### src/rtl/echip_clk_pattern_ctrl.sv
// echip_clk_pattern_ctrl: frame-aligned pattern sequencer for the modulator/filter clock generator.
// Optional macro ECHIP_CLKCTRL_SETTLE_EN delays active/done by 32 cycles after gen_rstn rises.
module echip_clk_pattern_ctrl #(
  parameter int QUIET_FRAMES = 2
) (
  input  logic       clk,
  input  logic       rst,
  input  logic       enable,
  input  logic       req_valid,
  input  logic [3:0] req_pattern,
  output logic       req_ready,
  output logic [3:0] cfg_selPattern,
  output logic       gen_rstn,
  output logic       active,
  output logic       done,
  output logic       err_illegal,
  output logic       frame_strobe
);
  localparam logic [1:0] S_OFF   = 2'd0;
  localparam logic [1:0] S_QUIET = 2'd1;
  localparam logic [1:0] S_RUN   = 2'd2;
  localparam logic [1:0] S_DRAIN = 2'd3;
  localparam logic [3:0] LAST_FRAME = 4'(QUIET_FRAMES - 1);

  logic [1:0] state, state_n;
  logic [3:0] phase, phase_n, fcnt, fcnt_n;
  logic [3:0] cur_pat, cur_pat_n, next_pat, next_pat_n;
  logic       rdy_q, boundary, legal, consume, noop, entry;
  logic       on_n, done_n, err_n, active_n;

  assign boundary = (phase == 4'd15);
  assign legal    = (req_pattern != 4'd0) && ((req_pattern & (req_pattern - 4'd1)) == 4'd0);
  // rdy_q is the registered state qualifier; enable is ANDed live so a falling
  // enable can never consume a request on the same edge it takes us to OFF.
  assign req_ready = enable & rdy_q;
  assign consume   = req_valid & req_ready;

  always_comb begin
    state_n    = state;
    cur_pat_n  = cur_pat;
    next_pat_n = next_pat;
    fcnt_n     = fcnt;
    noop       = 1'b0;
    entry      = 1'b0;
    case (state)
      S_OFF: begin
        if (consume && legal) cur_pat_n = req_pattern;
        if (enable) begin
          state_n = S_QUIET;
          fcnt_n  = '0;
        end
      end
      S_QUIET: if (boundary) begin
        if (fcnt == LAST_FRAME) begin
          state_n = S_RUN;
          entry   = 1'b1;
        end else begin
          fcnt_n = fcnt + 4'd1;
        end
      end
      S_RUN: if (consume && legal) begin
        if (req_pattern == cur_pat) begin
          noop = 1'b1;
        end else if (boundary) begin
          // already on a boundary: skip DRAIN so latency stays 16 - phase
          cur_pat_n = req_pattern;
          state_n   = S_QUIET;
          fcnt_n    = '0;
        end else begin
          next_pat_n = req_pattern;
          state_n    = S_DRAIN;
        end
      end
      default: if (boundary) begin
        cur_pat_n = next_pat;
        state_n   = S_QUIET;
        fcnt_n    = '0;
      end
    endcase
    if (!enable) state_n = S_OFF;
    phase_n = (state == S_OFF || state_n == S_OFF) ? 4'd0 : phase + 4'd1;
  end

  assign on_n  = (state_n == S_RUN) || (state_n == S_DRAIN);
  assign err_n = consume & ~legal;

`ifdef ECHIP_CLKCTRL_SETTLE_EN
  logic       settled, settled_n, settle_done;
  logic [4:0] scnt, scnt_n;

  // Counts 32 RUN cycles from gen_rstn rising; a change request leaves RUN and aborts it.
  always_comb begin
    settled_n   = settled;
    scnt_n      = scnt;
    settle_done = 1'b0;
    if (!on_n) begin
      settled_n = 1'b0;
      scnt_n    = '0;
    end else if (state_n == S_RUN && !settled) begin
      if (entry) begin
        scnt_n = '0;
      end else if (scnt == 5'd31) begin
        settled_n   = 1'b1;
        settle_done = 1'b1;
      end else begin
        scnt_n = scnt + 5'd1;
      end
    end
  end

  always_ff @(posedge clk or posedge rst) begin
    if (rst) begin
      settled <= 1'b0;
      scnt    <= '0;
    end else begin
      settled <= settled_n;
      scnt    <= scnt_n;
    end
  end

  assign done_n   = enable & (noop | settle_done);
  assign active_n = on_n & settled_n;
`else
  assign done_n   = enable & (noop | entry);
  assign active_n = on_n;
`endif

  always_ff @(posedge clk or posedge rst) begin
    if (rst) begin
      state          <= S_OFF;
      phase          <= '0;
      fcnt           <= '0;
      cur_pat        <= 4'b0001;
      next_pat       <= 4'b0001;
      rdy_q          <= 1'b0;
      cfg_selPattern <= '0;
      gen_rstn       <= 1'b0;
      active         <= 1'b0;
      done           <= 1'b0;
      err_illegal    <= 1'b0;
      frame_strobe   <= 1'b0;
    end else begin
      state          <= state_n;
      phase          <= phase_n;
      fcnt           <= fcnt_n;
      cur_pat        <= cur_pat_n;
      next_pat       <= next_pat_n;
      rdy_q          <= (state_n == S_OFF) || (state_n == S_RUN);
      cfg_selPattern <= (state_n == S_OFF) ? 4'd0 : cur_pat_n;
      gen_rstn       <= on_n;
      active         <= active_n;
      done           <= done_n;
      err_illegal    <= err_n;
      frame_strobe   <= (phase_n == 4'd15);
    end
  end
endmodule

### config.mk
export PLATFORM = sky130hd
export DESIGN_NAME = echip_clk_pattern_ctrl
export DESIGN_NICKNAME = d
export VERILOG_FILES = /design/src/rtl/echip_clk_pattern_ctrl.sv
export SDC_FILE = /design/constraint.sdc
export NUM_CORES = 1
export LEC_CHECK = 0
export BUFFER_PORTS_ARGS = -buffer_cell sky130_fd_sc_hd__buf_2
export CAP_MARGIN = 10
export CELL_PAD_IN_SITES_DETAIL_PLACEMENT = 0
export CELL_PAD_IN_SITES_GLOBAL_PLACEMENT = 1
export CORE_MARGIN = 10
export CORE_UTILIZATION = 35
export DETAILED_ROUTE_END_ITERATION = 12
export PLACE_DENSITY = 0.72
export SYNTH_ARGS = -nofsm -noshare
export SYNTH_HDL_FRONTEND = slang
export SYNTH_SLANG_ARGS = --single-unit
### constraint.sdc
create_clock -name clk -period 2 [get_ports clk]
set_input_delay 0.6 -clock clk [delete_from_list [all_inputs] [get_ports clk]]
set_output_delay 0.6 -clock clk [all_outputs]
set_load 0.005 [all_outputs]
Word-level counts from Yosys, hierarchy flattened
Index checks and enable logic that the tools add are counted.
{"block": "totals", "ff_bits": 27, "latchBits": 0, "ram_bits": 0, "rom_bits": 0, "in_bits": 8, "out_inout_bits": 10, "memories": 0}
{"block": "op_classes", "n_addsub": 3, "n_mul": 0, "div": 0, "order_cmp": 0, "n_eq_ne": 13, "n_shift": 0, "muxes": 29, "bitwise": 9, "reduce_logical": 11}
{"operator": "4-bit two-way mux", "n": 13}
{"operator": "4-bit one-hot mux with 3 select lines", "n": 2}
{"operator": "2-bit two-way mux", "n": 7}
{"operator": "2-bit inequality test, second input constant", "n": 5}
{"operator": "4-bit by 1-bit adder with 4-bit output, second input constant", "n": 2}
{"operator": "4-bit equality test, second input constant", "n": 2}
{"operator": "2-bit equality test, second input constant", "n": 3}
{"operator": "1-bit two-way mux", "n": 6}
{"operator": "2-bit one-hot mux with 3 select lines", "n": 1}
{"operator": "5-bit AND reduction", "n": 1}
{"operator": "1-bit bitwise AND", "n": 4}
{"operator": "4-bit bitwise AND", "n": 1}
{"operator": "4-bit by 1-bit equality test with 1-bit output, second input constant", "n": 1}
{"operator": "4-bit equality test", "n": 1}
{"operator": "2-bit logical NOT", "n": 2}
{"operator": "4-bit logical NOT", "n": 1}
{"operator": "4-bit AND reduction", "n": 1}
{"operator": "4-bit nonzero test", "n": 1}
{"operator": "4-bit by 1-bit subtractor with 4-bit output, second input constant", "n": 1}
{"operator": "1-bit logical OR", "n": 3}
{"operator": "1-bit NOT", "n": 3}
{"operator": "2-bit by 1-bit equality test with 1-bit output, second input constant", "n": 1}
{"operator": "1-bit logical AND", "n": 2}
{"operator": "1-bit bitwise OR", "n": 1}

Longest topological paths before layout
Gate-level depths: netlist of run 1.
{"block": "depth", "depth_word": 12, "mapped_depth": 7, "depth_no_buf": 7}

Worst setup path before layout of run 1
No wires, ideal clock.
{"block": "synth_timing", "path_type": "in2reg", "start": "input port req_pattern[1]", "end": "register next_pat[1]", "setup_ns": 0.125, "arrival_ns": 1.976, "required_ns": 1.875, "path_slack_ns": -0.101, "stages": 5, "path_buffers": 0, "cell_sequence": "or4b_1 o311ai_4 nand2_4 nor3_4 mux2_2"}
{"block": "synth_via", "elab_chain_cells": 6, "elab_cells_between_ends": 9}
{"item": "start: declaration", "line_no": "10", "rtl": "input logic [3:0] req_pattern,"}
{"item": "4-bit by 1-bit subtractor with 4-bit output", "line_no": "32", "rtl": "assign legal = (req_pattern != 4'd0) && ((req_pattern & (req_pattern - 4'd1)) == 4'd0);"}
{"item": "4-bit bitwise AND", "line_no": "32"}
{"item": "4-bit logical NOT", "line_no": "32"}
{"item": "1-bit logical AND", "line_no": "32"}
{"item": "1-bit logical AND", "line_no": "61", "rtl": "S_RUN: if (consume && legal) begin"}
{"item": "4-bit AND reduction (no line)"}
{"item": "end signal: assignment", "line_no": "147", "rtl": "next_pat <= next_pat_n;"}
{"item": "end: declaration", "line_no": "27", "rtl": "logic [3:0] cur_pat, cur_pat_n, next_pat, next_pat_n;"}
Parallel ways exist; a longest one is shown, timed or not.
A chain may end at the register's enable or synchronous reset.

Worst setup path in the final report of run 1
{"block": "layout_timing", "start": "input port req_pattern[2]", "end": "register next_pat[3]"}
{"block": "layout_via", "elab_chain_cells": 6, "elab_cells_between_ends": 9}
{"item": "4-bit by 1-bit subtractor with 4-bit output", "line_no": "32"}
{"item": "4-bit bitwise AND", "line_no": "32"}
{"item": "4-bit logical NOT", "line_no": "32"}
{"item": "1-bit logical AND", "line_no": "32"}
{"item": "1-bit logical AND", "line_no": "61"}
{"item": "4-bit AND reduction (no line) (*)"}
Mark *: on every way between the ends. The rest lies on a longest branch, timed or not.

==> results of run 1 <==
state kept, by name, summed over array words and instances, names as in the netlist:
signal	count
active	1
cfg_selPattern	4
cur_pat	4
done	1
err_illegal	1
fcnt	4
frame_strobe	1
next_pat	4
phase	4
rdy_q	1
state	2
worst max-delay path, stage by stage:
cell	delay (ns)
buf_2	0.13
or4b_4	0.53
o311ai_4	0.17
nand2_4	0.09
nor3_4	0.21
mux2_2	0.36
layout by cell type (no fill, tap or decap), types with 2 or more instances in the layout:
| master | n |
|---|---|
| o2bb2ai_1 | 2 |
| dfrtp_1 | 25 |
| ha_1 | 3 |
| clkbuf_8 | 3 |
| nor3_1 | 2 |
| xnor2_1 | 6 |
| or4b_4 | 2 |
| nor2b_1 | 3 |
| nor2_1 | 9 |
| nand3_1 | 4 |
| mux2i_1 | 5 |
| nand2_1 | 9 |
| a21oi_1 | 4 |
| mux2_2 | 6 |
| buf_4 | 14 |
| dfstp_2 | 2 |
| nand4_1 | 2 |
| a311o_1 | 2 |
| a21boi_0 | 2 |
| buf_2 | 17 |
| nand2b_1 | 4 |
| a31oi_1 | 3 |
| inv_1 | 3 |
| and2_1 | 6 |
worst max-delay path by stage:
stage | from | slack [ns] | cells past startpoint | end
after global routing | phase[0] | 0.008 | 6 | cfg_selPattern[2]
final | req_pattern[2] | 0.08 | 6 | next_pat[3]
after detailed placement | req_pattern[2] | -0.22 | 6 | next_pat[3]
after CTS | req_pattern[2] | 0.08 | 6 | next_pat[3]
after global placement | req_pattern[2] | -0.18 | 6 | next_pat[1]
after floorplan | req_pattern[1] | -0.03 | 5 | next_pat[1]
through the flow:
stage	cells	setup TNS [ns]	worst slack (ns)
after detailed placement	203	-2.82	-0.219
after global routing	207	0	0.00817
after floorplan	127	-0.0860	-0.0276
after global placement	203	-2.16	-0.179
final	207	0	0.0772
after CTS	207	0	0.0811
cell families (layout without fill, tap and decap cells):
logic type	after synthesis	after routing	synth area share, %
multiplexers	12	12	9.35
AO/OA/AOI/OAI	22	22	13.6
adder cells (fa/ha/maj)	3	3	2.65
XOR/XNOR	7	7	4.32
flip-flops	27	27	47.8
AND/OR/NAND/NOR	48	48	19.8
buffers and inverters	8	38	2.47
routing by layer:
layer / vias up / wire, um / share of wire (%) / global-route usage (%)
met1: 492 / 1280 / 45 / 9.39
met3: 5 / 125 / 4.4 / 1.86
met2: 19 / 1400 / 49 / 14.1
met4: 0 / 63 / 2.2 / 4.57
met5: - / 0 / 0 / 0
li1: 513 / - / - / -
power by group through the flow:
stage                     logic, mW  clock network (mW)  registers (mW)
final                         0.245               0.312           0.653
after global routing          0.272               0.344           0.662
after CTS                     0.249               0.328           0.653
after detailed placement      0.248                   0           0.662
after global placement        0.239                   0           0.659
after floorplan               0.172                   0           0.655
final cells by class:
| type | count | area, um^2 |
|---|---|---|
| Clock buffer | 4 | 45.0 |
| Fill cell | 375 | 2270 |
| Inverter | 3 | 11.3 |
| Multi-Input combinational cell | 92 | 709 |
| Sequential cell | 27 | 678 |
| Tap cell | 50 | 62.6 |
| Timing Repair Buffer | 31 | 190 |
==> results.md, run 1 <==
- Total CTS buffers: 3
- Crit Path Max Fanout: 7
- CTS Sinks: 27
- Crit. End Element: flop
- Die area: 7000 um^2
- Ratio of cells with drive above 1 in the final layout: 33.1%
- Total Nets Final: 169
- WP data required: 2.17 ns
- Reg-to-Reg Start: phase[0]
- Period utilization: 96.1%
- Average size of a mapped cell: 11.2 um^2
- Worst Skew: 0.00675 ns
- Die W: 83.7 um
- Max cap viols: 0
- Synth top cells by count: dfrtp_1 (25), nand2_1 (9), nor2_1 (9)
- WS Path Type: input pin to flop
- Clk root buf: clkbuf_8
- Combinational Power Share: 20.3%
- Worst skew pair latency: 0.28 ns
- Int Power: 877 uW
- Number of global-route vias before repair: 1026
- Synth-to-Final Area Change: 19.6%
- Post-DRT Antenna Nets: 0
- Critical path arrival: 2.09 ns
- PD cells: 713 nW/um^2
- Max_slew headroom: 64.9%
- Core ar.: 3970 um^2
- Post-CTS resize count: 0
- CTS H-tree lvls: 1
- Endpoints failing hold: 0
- First-pass GRT wire length: 4.82 mm
- Sequential share of power: 54.0%
- Initial antenna violation count: 0
- Main area contributors after synthesis: dfrtp_1 (44%), mux2_2 (4.8%), dfstp_2 (3.7%), xnor2_1 (3.7%), mux2i_1 (3.5%)
- Pin count of the biggest net entering global routing: 28
- Final core area utilization: 42.7%
- Net Sw Frac: 27.5%
- Post-detail-place hpwl: 2.25 mm
- Routed WL per cell: 13.9 um
- R2r endpoint: cfg_selPattern[2]
- Hold Path Class: input pin to async pin
- Area leader, netlist: dfrtp_1
- Iter 0 DRT Violations: 42
- Post-synth EDFFs: 0
- Port bufs: 17
- Die height: 83.7 um
- Synth top area share: 44.1%
- Tot GR Track Use: 8.34%
- RD Place Congestion: 0.910
- Grt ovf: 0
- Synth unique cells: 42
- Async S/R FF share, synth: 100%
- VDD IR-drop max: 0.350 mV
- RSZ-0062 raised after global routing: no
- Status: finished, final reports clean
- Pre-Repair DR Iteration Count: 4
- Highest clock rate: 0.520 GHz
- Crit path time final: 1.92 ns
- Clock transition at path regs: 0.09 ns
- Io pins: 18
- Post-Synthesis Cells: 127
- Final hold slack: 0.363 ns
- Synth Cell Area: 1420 um^2
- Switching power total: 332 uW
- Yosys reg bits: 27
- Final slew viol count: 0
- Leakage power: 0.790 nW
- Synthesized Nets: 138
- Clock tree buffer depth: 2
- Top FF cell, synth: dfrtp_1
- Worst slew pin tran: 0.521 ns
- FF-to-FF setup slack: 0.12 ns
- Yosys warning total: 0
- FF-to-FF path depth: 6
- DRC: 0
- Final WL: 2.87 mm
- CTS tree: done
- Cts hold-fix bufs: 0
- Row cnt: 23
- Total number of vias: 1029
- Register area share after synthesis: 47.8%
- Final setup viols: 0
- Postcts setup bufs: 0
- Antenna diodes: 0
- Most frequent cell after synthesis: dfrtp_1
- DP Area: 1650 um^2
- Worst Setup Start Kind: input pin
- Pwr Total: 1.21 mW
- Clk pwr share: 25.8%
- Starting Density: 35.7%
- Via/cell ratio: 4.97
- Fin area: 1700 um^2
Power figures use the tool's default switching activity.
==> run 2, diff against run 1 <==
--- a/config.mk
+++ b/config.mk
@@ -10,9 +10,10 @@
 export CELL_PAD_IN_SITES_DETAIL_PLACEMENT = 0
 export CELL_PAD_IN_SITES_GLOBAL_PLACEMENT = 1
 export CORE_MARGIN = 10
-export CORE_UTILIZATION = 35
+export CORE_UTILIZATION = 43
 export DETAILED_ROUTE_END_ITERATION = 12
-export PLACE_DENSITY = 0.72
+export PLACE_DENSITY = 0.84
+export SKIP_CTS_REPAIR_TIMING = 1
 export SYNTH_ARGS = -nofsm -noshare
 export SYNTH_HDL_FRONTEND = slang
 export SYNTH_SLANG_ARGS = --single-unit
==> constraint.sdc (replaced) <==
create_clock -name clk -period 2.2 [get_ports clk]
set_input_delay 0.66 -clock clk [delete_from_list [all_inputs] [get_ports clk]]
set_output_delay 0.66 -clock clk [all_outputs]
set_load 0.005 [all_outputs]
==> run 2 against run 1 <==
  * Combinational power down 11%
  * Non-clock buffer count down 6
  * Register-to-register slack better by 0.09 ns
  * Worst hold slack worse by 0.074 ns
  * Utilization up 9.7 points
  * Cell area down 4.1%
  * Clock skew up 0.012 ns
  * Critical path type unchanged
  * Critical endpoint is now next_pat[2]
==> results.md, run 2 (synthesis results as in run 1) <==
- Pre-CTS setup slack: -0.216 ns (+0.00277 ns)
- Highest clock rate: 0.490 GHz
- Hold Path Class: input pin to async pin
- Cell family with most CP delay: simple AND/OR/NAND/NOR gates
- Endpoints failing hold: 0 (unchanged)
- Io pins: 18 (unchanged)
- Crit-path cells: buf_2, or4b_1, o311ai_4, nand2_4, nor3_4, mux2_2
- Worst Setup Start Kind: input pin
- Most common cell after layout, fill and taps aside: dfrtp_1
- Final WS setup: 0.159 ns (+0.0816 ns)
- First-pass GRT wire length: 5.04 mm (+4.4%)
- Starting Density: 45.7% (+10 points)
- Number of global-route vias before repair: 1092 (+6.4%)
- FF-to-FF setup slack: 0.21 ns (+0.09 ns)
- Max_slew headroom: 64.2% (-0.66 points)
- Clk root buf: clkbuf_4
- CTS H-tree lvls: 1 (unchanged)
- Final setup viols: 0 (unchanged)
- Crit path time final: 2.04 ns
- Core ar.: 3100 um^2 (-22%)
- RSZ-0062 raised after global routing: no
- Port bufs: 17 (unchanged)
- Iter 0 DRT Violations: 36 (-14%)
- Period utilization: 92.8%
- DRC: 0 (unchanged)
- Antenna diodes: 0 (unchanged)
- Tot GR Track Use: 9.97% (+1.6 points)
- Most frequent cells in the layout: dfrtp_1 (25), buf_2 (17), nor2_1 (9), nand2_1 (9), buf_4 (8)
- Worst slew pin tran: 0.531 ns (+0.00981 ns)
- Pin count of the biggest net entering global routing: 18 (-36%)
- Pre-Repair DR Iteration Count: 4 (unchanged)
- Clock transition at path regs: 0.16 ns (+0.07 ns)
- Row cnt: 20 (-13%)
- Status: finished, final reports clean
- Fin area: 1630 um^2 (-4.1%)
- Critical path arrival: 2.28 ns (+0.19 ns)
- WP data required: 2.43 ns (+0.26 ns)
- Total CTS buffers: 3 (unchanged)
- Die W: 77.4 um (-7.4%)
- Via/cell ratio: 5.21 (+4.7%)
- WS Path Type: input pin to flop
- Final slew viol count: 0 (unchanged)
- Ratio of cells with drive above 1 in the final layout: 30.5% (-2.7 points)
- # fillers: 300 (-20%)
- Post-DRT Antenna Nets: 0 (unchanged)
- Pwr Total: 1.05 mW (-13%)
- Max cap viols: 0 (unchanged)
- Multi-input gate area: 706 um^2 (-0.53%)
- Total number of vias: 1015 (-1.4%)
- FF+latch area: 678 um^2 (unchanged)
- Crit. End Element: flop
- Slowest cell on the critical path: or4b_1
- VDD IR-drop max: 0.336 mV (-3.9%)
- Initial antenna violation count: 0 (unchanged)
- CP bufs+invs: 1 (unchanged)
- Grt ovf: 0 (unchanged)
- CTS tree: done
- RD Place Congestion: 0.773 (-15%)
- Die area: 6000 um^2 (-14%)
- CP peak stage delay: 0.57 ns (+0.04 ns)
- Final core area utilization: 52.4% (+9.7 points)
- Leakage power: 0.759 nW (-3.9%)
- Crit Path Max Fanout: 7 (unchanged)
- Post-detail-place hpwl: 2.28 mm (+1.5%)
- Clock tree buffer depth: 2 (unchanged)
- Worst skew pair latency: 0.35 ns (+0.07 ns)
- PD cells: 644 nW/um^2 (-9.6%)
- CTS Sinks: 27 (unchanged)
- Synth-to-Final Area Change: 14.6%
- Worst Skew: 0.0186 ns (+0.0118 ns)
- Die height: 77.4 um (-7.4%)
- DP Area: 1600 um^2 (-3.4%)
- Total Nets Final: 163 (-3.6%)
- Final WL: 2.87 mm (about the same)
- Routed WL per cell: 14.7 um (+6.2%)
- Final hold slack: 0.289 ns (-0.0738 ns)
-- run 2: per-stage QoR --
step | setup TNS [ns] | cells
floorplan | 0 | 127
global placement | -0.734 | 191
detailed placement | -1.28 | 191
CTS | 0 | 195
global route | 0 | 195
finish | 0 | 195
-- run 2: layout make-up --
| cell class | instances | area share, % |
|---|---|---|
| Inverter | 3 | 0.692 |
| Clock buffer | 3 | 1.38 |
| Multi-Input combinational cell | 92 | 43.4 |
| Tap cell | 44 | 3.38 |
| Clock inverter | 1 | 0.538 |
| Sequential cell | 27 | 41.7 |
| Timing Repair Buffer | 25 | 8.92 |
-- run 2: worst paths after layout --
kind / start / endpoint / cells past startpoint
min in group clk: phase[0] / phase[0] / 1
max in group asynchronous: rst / next_pat[1] / 3
max: req_pattern[2] / next_pat[2] / 6
min reg2reg: phase[0] / phase[0] / 1
min: rst / fcnt[0] / 2
max reg2reg: phase[0] / cfg_selPattern[2] / 6
-- run 2: layer usage --
layer	track usage, %	wire length (um)	part of all wire (%)
met1	11.9	1280	44
met2	17.2	1460	51
met3	2.19	93	3.2
met4	3.47	45	1.6
met5	0	0	0
-- run 2: power by group --
part / total (mW) / switching [mW] / internal [mW]
registers: 0.596 / 0.0444 / 0.552
logic: 0.217 / 0.106 / 0.111
clock network: 0.234 / 0.160 / 0.0744
